[config.mk]
export PLATFORM = sky130hd
export DESIGN_NAME = penalty_round_ctl
export DESIGN_NICKNAME = d
export VERILOG_FILES = /design/src/rtl/penalty_round_ctl.sv
export SDC_FILE = /design/constraint.sdc
export NUM_CORES = 1
export LEC_CHECK = 0
export CAP_MARGIN = 5
export CORE_MARGIN = 2
export CORE_UTILIZATION = 40
export DETAILED_ROUTE_END_ITERATION = 10
export PLACE_DENSITY = 0.62
export SLEW_MARGIN = 25
export SYNTH_ARGS = -nofsm -noshare
export SYNTH_HDL_FRONTEND = slang
export SYNTH_SLANG_ARGS = --single-unit
[constraint.sdc]
create_clock -name clk -period 5.6 [get_ports clk]
set_input_delay 1.12 -clock clk [delete_from_list [all_inputs] [get_ports clk]]
set_output_delay 1.12 -clock clk [all_outputs]
set_load 0.03 [all_outputs]
[src/rtl/penalty_round_ctl.sv]
// Penalty round sequencer: CPU shot targeting, frame-timed aim/flight/result phases, save judging and scoring.
// Optional build macro MISS_SHOTS_EN enables deliberate off-target (missed) shots.
module penalty_round_ctl #(
    parameter int unsigned SHOTS_PER_MATCH = 5,
    parameter int unsigned AIM_FRAMES      = 60,
    parameter int unsigned FLIGHT_FRAMES   = 30,
    parameter int unsigned RESULT_FRAMES   = 90,
    parameter int unsigned X_MIN           = 256,
    parameter int unsigned Y_MIN           = 160,
    parameter int unsigned GLOVE_HALF_W    = 64,
    parameter int unsigned GLOVE_HALF_H    = 48,
    parameter logic [15:0] LFSR_SEED       = 16'hACE1
) (
    input  logic        clk,
    input  logic        rst,
    input  logic        frame_tick,
    input  logic        start,
    input  logic [11:0] xpos,
    input  logic [11:0] ypos,
    output logic [11:0] shot_xpos,
    output logic [11:0] shot_ypos,
    output logic        ball_launch,
    output logic        ball_active,
    output logic        goal_pulse,
    output logic        save_pulse,
    output logic        result_show,
    output logic [3:0]  goals,
    output logic [3:0]  saves,
    output logic [3:0]  shot_num,
    output logic        match_over,
    output logic        player_won
);

    localparam int unsigned FCNT_W = 16;
    localparam int unsigned DIFF_W = 13;

    typedef enum logic [2:0] {
        S_IDLE,
        S_AIM,
        S_FLIGHT,
        S_JUDGE,
        S_RESULT,
        S_DONE
    } state_t;

    state_t              state, state_d;
    logic [FCNT_W-1:0]   fcnt;
    logic [15:0]         lfsr, lfsr_next;
    logic [11:0]         glove_x, glove_y;
    logic [DIFF_W-1:0]   dx, dy, adx, ady;
    logic                in_reach, judge_save;
    logic                aim_entry;
`ifdef MISS_SHOTS_EN
    logic                shot_miss;
`endif

    // Galois LFSR, polynomial x^16 + x^14 + x^13 + x^11 + 1
    assign lfsr_next = lfsr[0] ? ({1'b0, lfsr[15:1]} ^ 16'hB400) : {1'b0, lfsr[15:1]};

    // Glove distance in 13-bit two's complement so no difference wraps
    always_comb begin
        dx       = DIFF_W'({1'b0, glove_x}) - DIFF_W'({1'b0, shot_xpos});
        dy       = DIFF_W'({1'b0, glove_y}) - DIFF_W'({1'b0, shot_ypos});
        adx      = dx[DIFF_W-1] ? (DIFF_W'(0) - dx) : dx;
        ady      = dy[DIFF_W-1] ? (DIFF_W'(0) - dy) : dy;
        in_reach = (adx <= DIFF_W'(GLOVE_HALF_W)) && (ady <= DIFF_W'(GLOVE_HALF_H));
`ifdef MISS_SHOTS_EN
        judge_save = in_reach | shot_miss;
`else
        judge_save = in_reach;
`endif
    end

    always_ff @(posedge clk) begin
        if (rst) state <= S_IDLE;
        else     state <= state_d;
    end

    always_comb begin
        state_d = state;
        case (state)
            S_IDLE:   if (start) state_d = S_AIM;
            S_AIM:    if (frame_tick && fcnt == FCNT_W'(AIM_FRAMES - 1)) state_d = S_FLIGHT;
            S_FLIGHT: if (frame_tick && fcnt == FCNT_W'(FLIGHT_FRAMES - 1)) state_d = S_JUDGE;
            S_JUDGE:  state_d = S_RESULT;
            S_RESULT: begin
                if (frame_tick && fcnt == FCNT_W'(RESULT_FRAMES - 1)) begin
                    state_d = (shot_num == 4'(SHOTS_PER_MATCH)) ? S_DONE : S_AIM;
                end
            end
            S_DONE:   if (start) state_d = S_AIM;
            default:  state_d = S_IDLE;
        endcase
    end

    assign aim_entry = (state_d == S_AIM) && (state != S_AIM);

    // Frame timer restarts on every state change; a tick on the entry cycle counts
    always_ff @(posedge clk) begin
        if (rst)                  fcnt <= '0;
        else if (state_d != state) fcnt <= '0;
        else if (frame_tick)      fcnt <= fcnt + FCNT_W'(1);
    end

    always_ff @(posedge clk) begin
        if (rst) begin
            lfsr        <= LFSR_SEED;
            shot_xpos   <= '0;
            shot_ypos   <= '0;
            glove_x     <= '0;
            glove_y     <= '0;
            ball_launch <= 1'b0;
            ball_active <= 1'b0;
            goal_pulse  <= 1'b0;
            save_pulse  <= 1'b0;
            result_show <= 1'b0;
            goals       <= '0;
            saves       <= '0;
            shot_num    <= '0;
            match_over  <= 1'b0;
            player_won  <= 1'b0;
`ifdef MISS_SHOTS_EN
            shot_miss   <= 1'b0;
`endif
        end else begin
            lfsr        <= lfsr_next;
            ball_launch <= (state == S_AIM) && (state_d == S_FLIGHT);
            ball_active <= (state_d == S_FLIGHT);
            result_show <= (state_d == S_RESULT);
            match_over  <= (state_d == S_DONE);
            goal_pulse  <= 1'b0;
            save_pulse  <= 1'b0;

            // New shot: pick target; a fresh match also clears the score
            if (aim_entry) begin
                shot_xpos <= 12'(X_MIN) + 12'(lfsr[8:0]);
                shot_ypos <= 12'(Y_MIN) + 12'(lfsr[15:9]);
`ifdef MISS_SHOTS_EN
                shot_miss <= 1'b0;
                if (lfsr[3:0] == 4'd0) begin
                    shot_xpos <= 12'(X_MIN - 32);
                    shot_miss <= 1'b1;
                end
`endif
                if (state == S_RESULT) begin
                    shot_num <= shot_num + 4'd1;
                end else begin
                    shot_num <= 4'd1;
                    goals    <= '0;
                    saves    <= '0;
                end
            end

            if (state == S_FLIGHT && state_d == S_JUDGE) begin
                glove_x <= xpos;
                glove_y <= ypos;
            end

            if (state == S_JUDGE) begin
                if (judge_save) begin
                    save_pulse <= 1'b1;
                    saves      <= saves + 4'd1;
                end else begin
                    goal_pulse <= 1'b1;
                    goals      <= goals + 4'd1;
                end
            end

            if (state == S_RESULT && state_d == S_DONE) player_won <= (saves > goals);
            else if (state_d != S_DONE)                 player_won <= 1'b0;
        end
    end

endmodule

==> impl_metrics.csv <==
group,metric,value,unit
worst_setup_path,critPathBufInv,1,
power,power_switching,0.532,mW
clock_tree,htree_levels,3,
floorplanning,num_rows,44,
synth,synth_fa_ha_area_share,7.09,%
power,swShare,30.9,%
power,seqPwrFrac,42.6,%
floorplanning,dieArea,0.0156,mm²
clock_tree,cts_tree,"built",
synth,syn_inst,687,
grt,antenna_found_initial,0,
synth,synth_edf_count,0,
worst_setup_path,worstSetupPathType,"flop to flop",
synth,synthSimpleGateAreaFrac,24.8,%
worst_setup_path,start_kind,"flop",
sta,layout_min_cycle_time,4.30,ns
placed_design,gp_congestion,0.859,
worst_setup_path,critical_path_arrival,4.59,ns
finish,final_common_cell,"nor2_1",
floorplanning,die_x,125,µm
worst_setup_path,reg2reg_slack,1.30,ns
worst_setup_path,reg2reg_depth,13,
clock_tree,clk_pin_slew,0.07,ns
grt,track_usage,18.1,%
worst_setup_path,path_depth,13,
power,pwr-share-comb,24.5,%
floorplanning,core,0.0144,mm²
synth,synth.area.mux_share,7.71,%
finish,final_cell_mix,"nor2_1, dfxtp_1, clkdlybuf4s50_1",
worst_setup_path,crit_chain,"ha_1 -> inv_1 -> fa_1 -> a211oi_1 -> mux2_2 -> o22ai_1 -> and3_1 -> nor3_1 -> or4b_4 -> nor4_4 -> nand3_1 -> a2111oi_0 -> a41o_1",
floorplanning,ioPinCount,71,
synth,synth_top_family_by_area,"simple AND/OR/NAND/NOR gates",
routing,drt_iter0_drc,372,
floorplanning,start_util,40.6,%
synth,synth-compound-area-share,16.3,%
routing,routed_wl,14.1,mm
run,maxCapViolCount,0,
synth,synth_cell_types,86,
worst_setup_path,worstPathRequired,5.89,ns
synth,synth_async_sr_flop_share,0,%
clock_tree,clk_latency,0.34,ns
routing,wire_per_inst,15.3,µm
synth,syn_avg_cell_area,8.53,µm²
routing,avgViaCountPerCell,5.44,
floorplanning,die_y,125,µm
sta,final_max_slew_viol_count,0,
finish,diodes,0,
grt,grt_pass1_vias,4785,
power,p_per_area,250,mW/mm²
placed_design,port_buffers,65,
finish,area.growth.synth_to_final,17.4,%
outcome,status,"finished, final reports clean",
worst_setup_path,max_stage_delay,0.54,ns
worst_setup_path,crit-reg2reg-launch,"shot_xpos[0]$_SDFFE_PP0P_",
worst_setup_path,slowest_stage,"or4b_4",
clock_tree,numCtsBuffers,9,
clock_tree,cts.sinks,97,
sta,setup_viol,0,
routing,drtPass1Iterations,5,
routing,vias,5020,
sta,tns,0,ns
power,power_frac_clock,32.9,%
grt,grt_pass1_wl,23.6,mm
clock_tree,hold_buffers,0,
synth,synth-seq-cells,97,
sta,max_slew.worst_pin.slew,0.913,ns
synth,syn_area,0.00586,mm²
sta,skew,0.00852,ns
clock_tree,post_cts_resized,0,
sta,maxSlewHeadroom,38.3,%
finish,drive_gt1_share,6.23,%
synth,yosysWarnings,0,
power,leakage,2.68,nW
worst_setup_path,endpoint,"goals[1]$_SDFF_PP0_",
clock_tree,clock-root-buffer,"clkbuf_16",
worst_setup_path,crit_family,"simple AND/OR/NAND/NOR gates",
sta,fmax,233,MHz
hold_path,hp-class,"flop to flop",
worst_setup_path,r2r-end,"goals[1]$_SDFF_PP0_",
sta,finalHoldViolCount,0,
grt,grt-ovfl-total,0,
worst_setup_path,critPathLaunch,"shot_xpos[0]$_SDFFE_PP0P_",
power,ir_worst_vdd,0.161,mV
routing,route.detailed.drc,0,
synth,synthXorXnorAreaFrac,5.66,%
clock_tree,clockBufferDepth,2,
worst_setup_path,cp-end-kind,"flop",
power,power,1.72,mW
synth,synthFlopType,"dfxtp_1",
sta,timing.final.crit_share,76.7,%
finish,nets,794,
clock_tree,post_cts_buffers,0,
routing,ant_nets,0,
sta,rsz0062_at_grt,"false",
synth,seq_area_frac_synth,33.1,%
grt,grt_max_degree,71,
power,intPower,1.19,mW
placed_design,hpwl,10.4,mm
worst_setup_path,critPathMaxFanout,6,
## how the worst min path moves through the flow
| stage | start | endpoint | cells past startpoint |
|---|---|---|---|
| floorplan | lfsr[1]$_SDFF_PP0_ | lfsr[0]$_SDFF_PP1_ | 1 |
| global placement | lfsr[6]$_SDFF_PP1_ | lfsr[5]$_SDFF_PP1_ | 1 |
| detailed placement | lfsr[12]$_SDFF_PP0_ | lfsr[11]$_SDFF_PP1_ | 1 |
| CTS | lfsr[6]$_SDFF_PP1_ | lfsr[5]$_SDFF_PP1_ | 1 |
| global route | lfsr[12]$_SDFF_PP0_ | lfsr[11]$_SDFF_PP1_ | 1 |
| finish | lfsr[6]$_SDFF_PP1_ | lfsr[5]$_SDFF_PP1_ | 1 |
## registers in the layout, summed over array words and instances (netlist names)
signal,cells
fcnt,16
lfsr,16
glove_x,12
glove_y,12
shot_xpos,10
shot_ypos,9
goals,4
saves,4
shot_num,4
state,3
ball_active,1
ball_launch,1
goal_pulse,1
match_over,1
player_won,1
result_show,1
save_pulse,1
## layout make-up
type	count	area (µm²)
well taps	184	230
inverters	35	131
multi-input cells	521	3630
flip-flops and latches	97	1940
clock buffers	11	233
fillers	1406	7540
repair buffers	70	683
clock inverters	4	30.0
## routing by layer
| layer | up-vias | track usage, % | wire length [µm] |
|---|---|---|---|
| met5 | - | 0 | 0 |
| met4 | 0 | 3.86 | 120 |
| met3 | 10 | 3.98 | 561 |
| met2 | 102 | 30.6 | 6750 |
| met1 | 2360 | 23.8 | 6680 |
| li1 | 2548 | - | - |
## power by group through the flow
stage,Sequential (mW),Clock (mW),Combinational [mW]
after floorplan,0.763,0,0.295
after global placement,0.749,0,0.413
after detailed placement,0.749,0,0.418
after CTS,0.733,0.587,0.420
after global routing,0.735,0.612,0.465
final,0.733,0.567,0.422
## logic make-up (layout without fill, tap and decap cells)
| group | after synthesis | in the layout |
|---|---|---|
| AO/OA/AOI/OAI | 127 | 127 |
| XOR/XNOR | 37 | 37 |
| adder cells (fa/ha/maj) | 32 | 32 |
| multiplexers | 45 | 45 |
| flip-flops | 97 | 97 |
| AND/OR/NAND/NOR | 275 | 275 |
| buffers and inverters | 73 | 120 |
| other | 1 | 5 |
## cells in the mapped netlist (3+ instances only)
| cell type | n | area (µm²) |
|---|---|---|
| or4_1 | 3 | 22.5 |
| ha_1 | 30 | 375 |
| nor2b_1 | 19 | 119 |
| nand3_1 | 19 | 95.1 |
| clkbuf_1 | 22 | 82.6 |
| o2111ai_1 | 4 | 35.0 |
| dfxtp_1 | 97 | 1940 |
| a211oi_1 | 9 | 67.6 |
| buf_4 | 5 | 37.5 |
| nand2b_1 | 6 | 37.5 |
| mux2i_1 | 44 | 440 |
| or3_1 | 7 | 43.8 |
| a311oi_1 | 3 | 26.3 |
| xor2_1 | 18 | 158 |
| a211o_1 | 3 | 26.3 |
| nor3b_1 | 7 | 52.6 |
| inv_1 | 34 | 128 |
| nand3b_1 | 4 | 30.0 |
| o211ai_1 | 7 | 52.6 |
| and2_1 | 5 | 31.3 |
| a221oi_1 | 3 | 26.3 |
| nor2_1 | 101 | 379 |
| a21o_1 | 11 | 82.6 |
| o21a_1 | 4 | 30.0 |
| and3_1 | 12 | 75.1 |
| o21ai_0 | 16 | 80.1 |
| a21oi_1 | 19 | 95.1 |
| nand2_1 | 27 | 101 |
| or2_2 | 11 | 68.8 |
| nor4_1 | 8 | 50.1 |
| buf_1 | 4 | 15.0 |
| nand4_1 | 10 | 62.6 |
| buf_2 | 6 | 30.0 |
| xnor2_1 | 18 | 158 |
| nor3_1 | 18 | 90.1 |
| a31oi_1 | 5 | 31.3 |
| a41oi_1 | 4 | 35.0 |
## through the flow
step                      area, µm²  utilization, %  cells  hold WS (ns)  worst slack (ns)
after floorplan                5880               -    691         0.417              1.58
after CTS                      6880            47.7    922         0.450              1.30
after global routing           6880            47.7    922         0.467             0.933
after detailed placement       6620            45.9    907         0.436              1.25
after global placement         6620            45.9    907         0.429              1.37
final                          6880            47.7    922         0.449              1.30
Power figures use the tool's default switching activity.
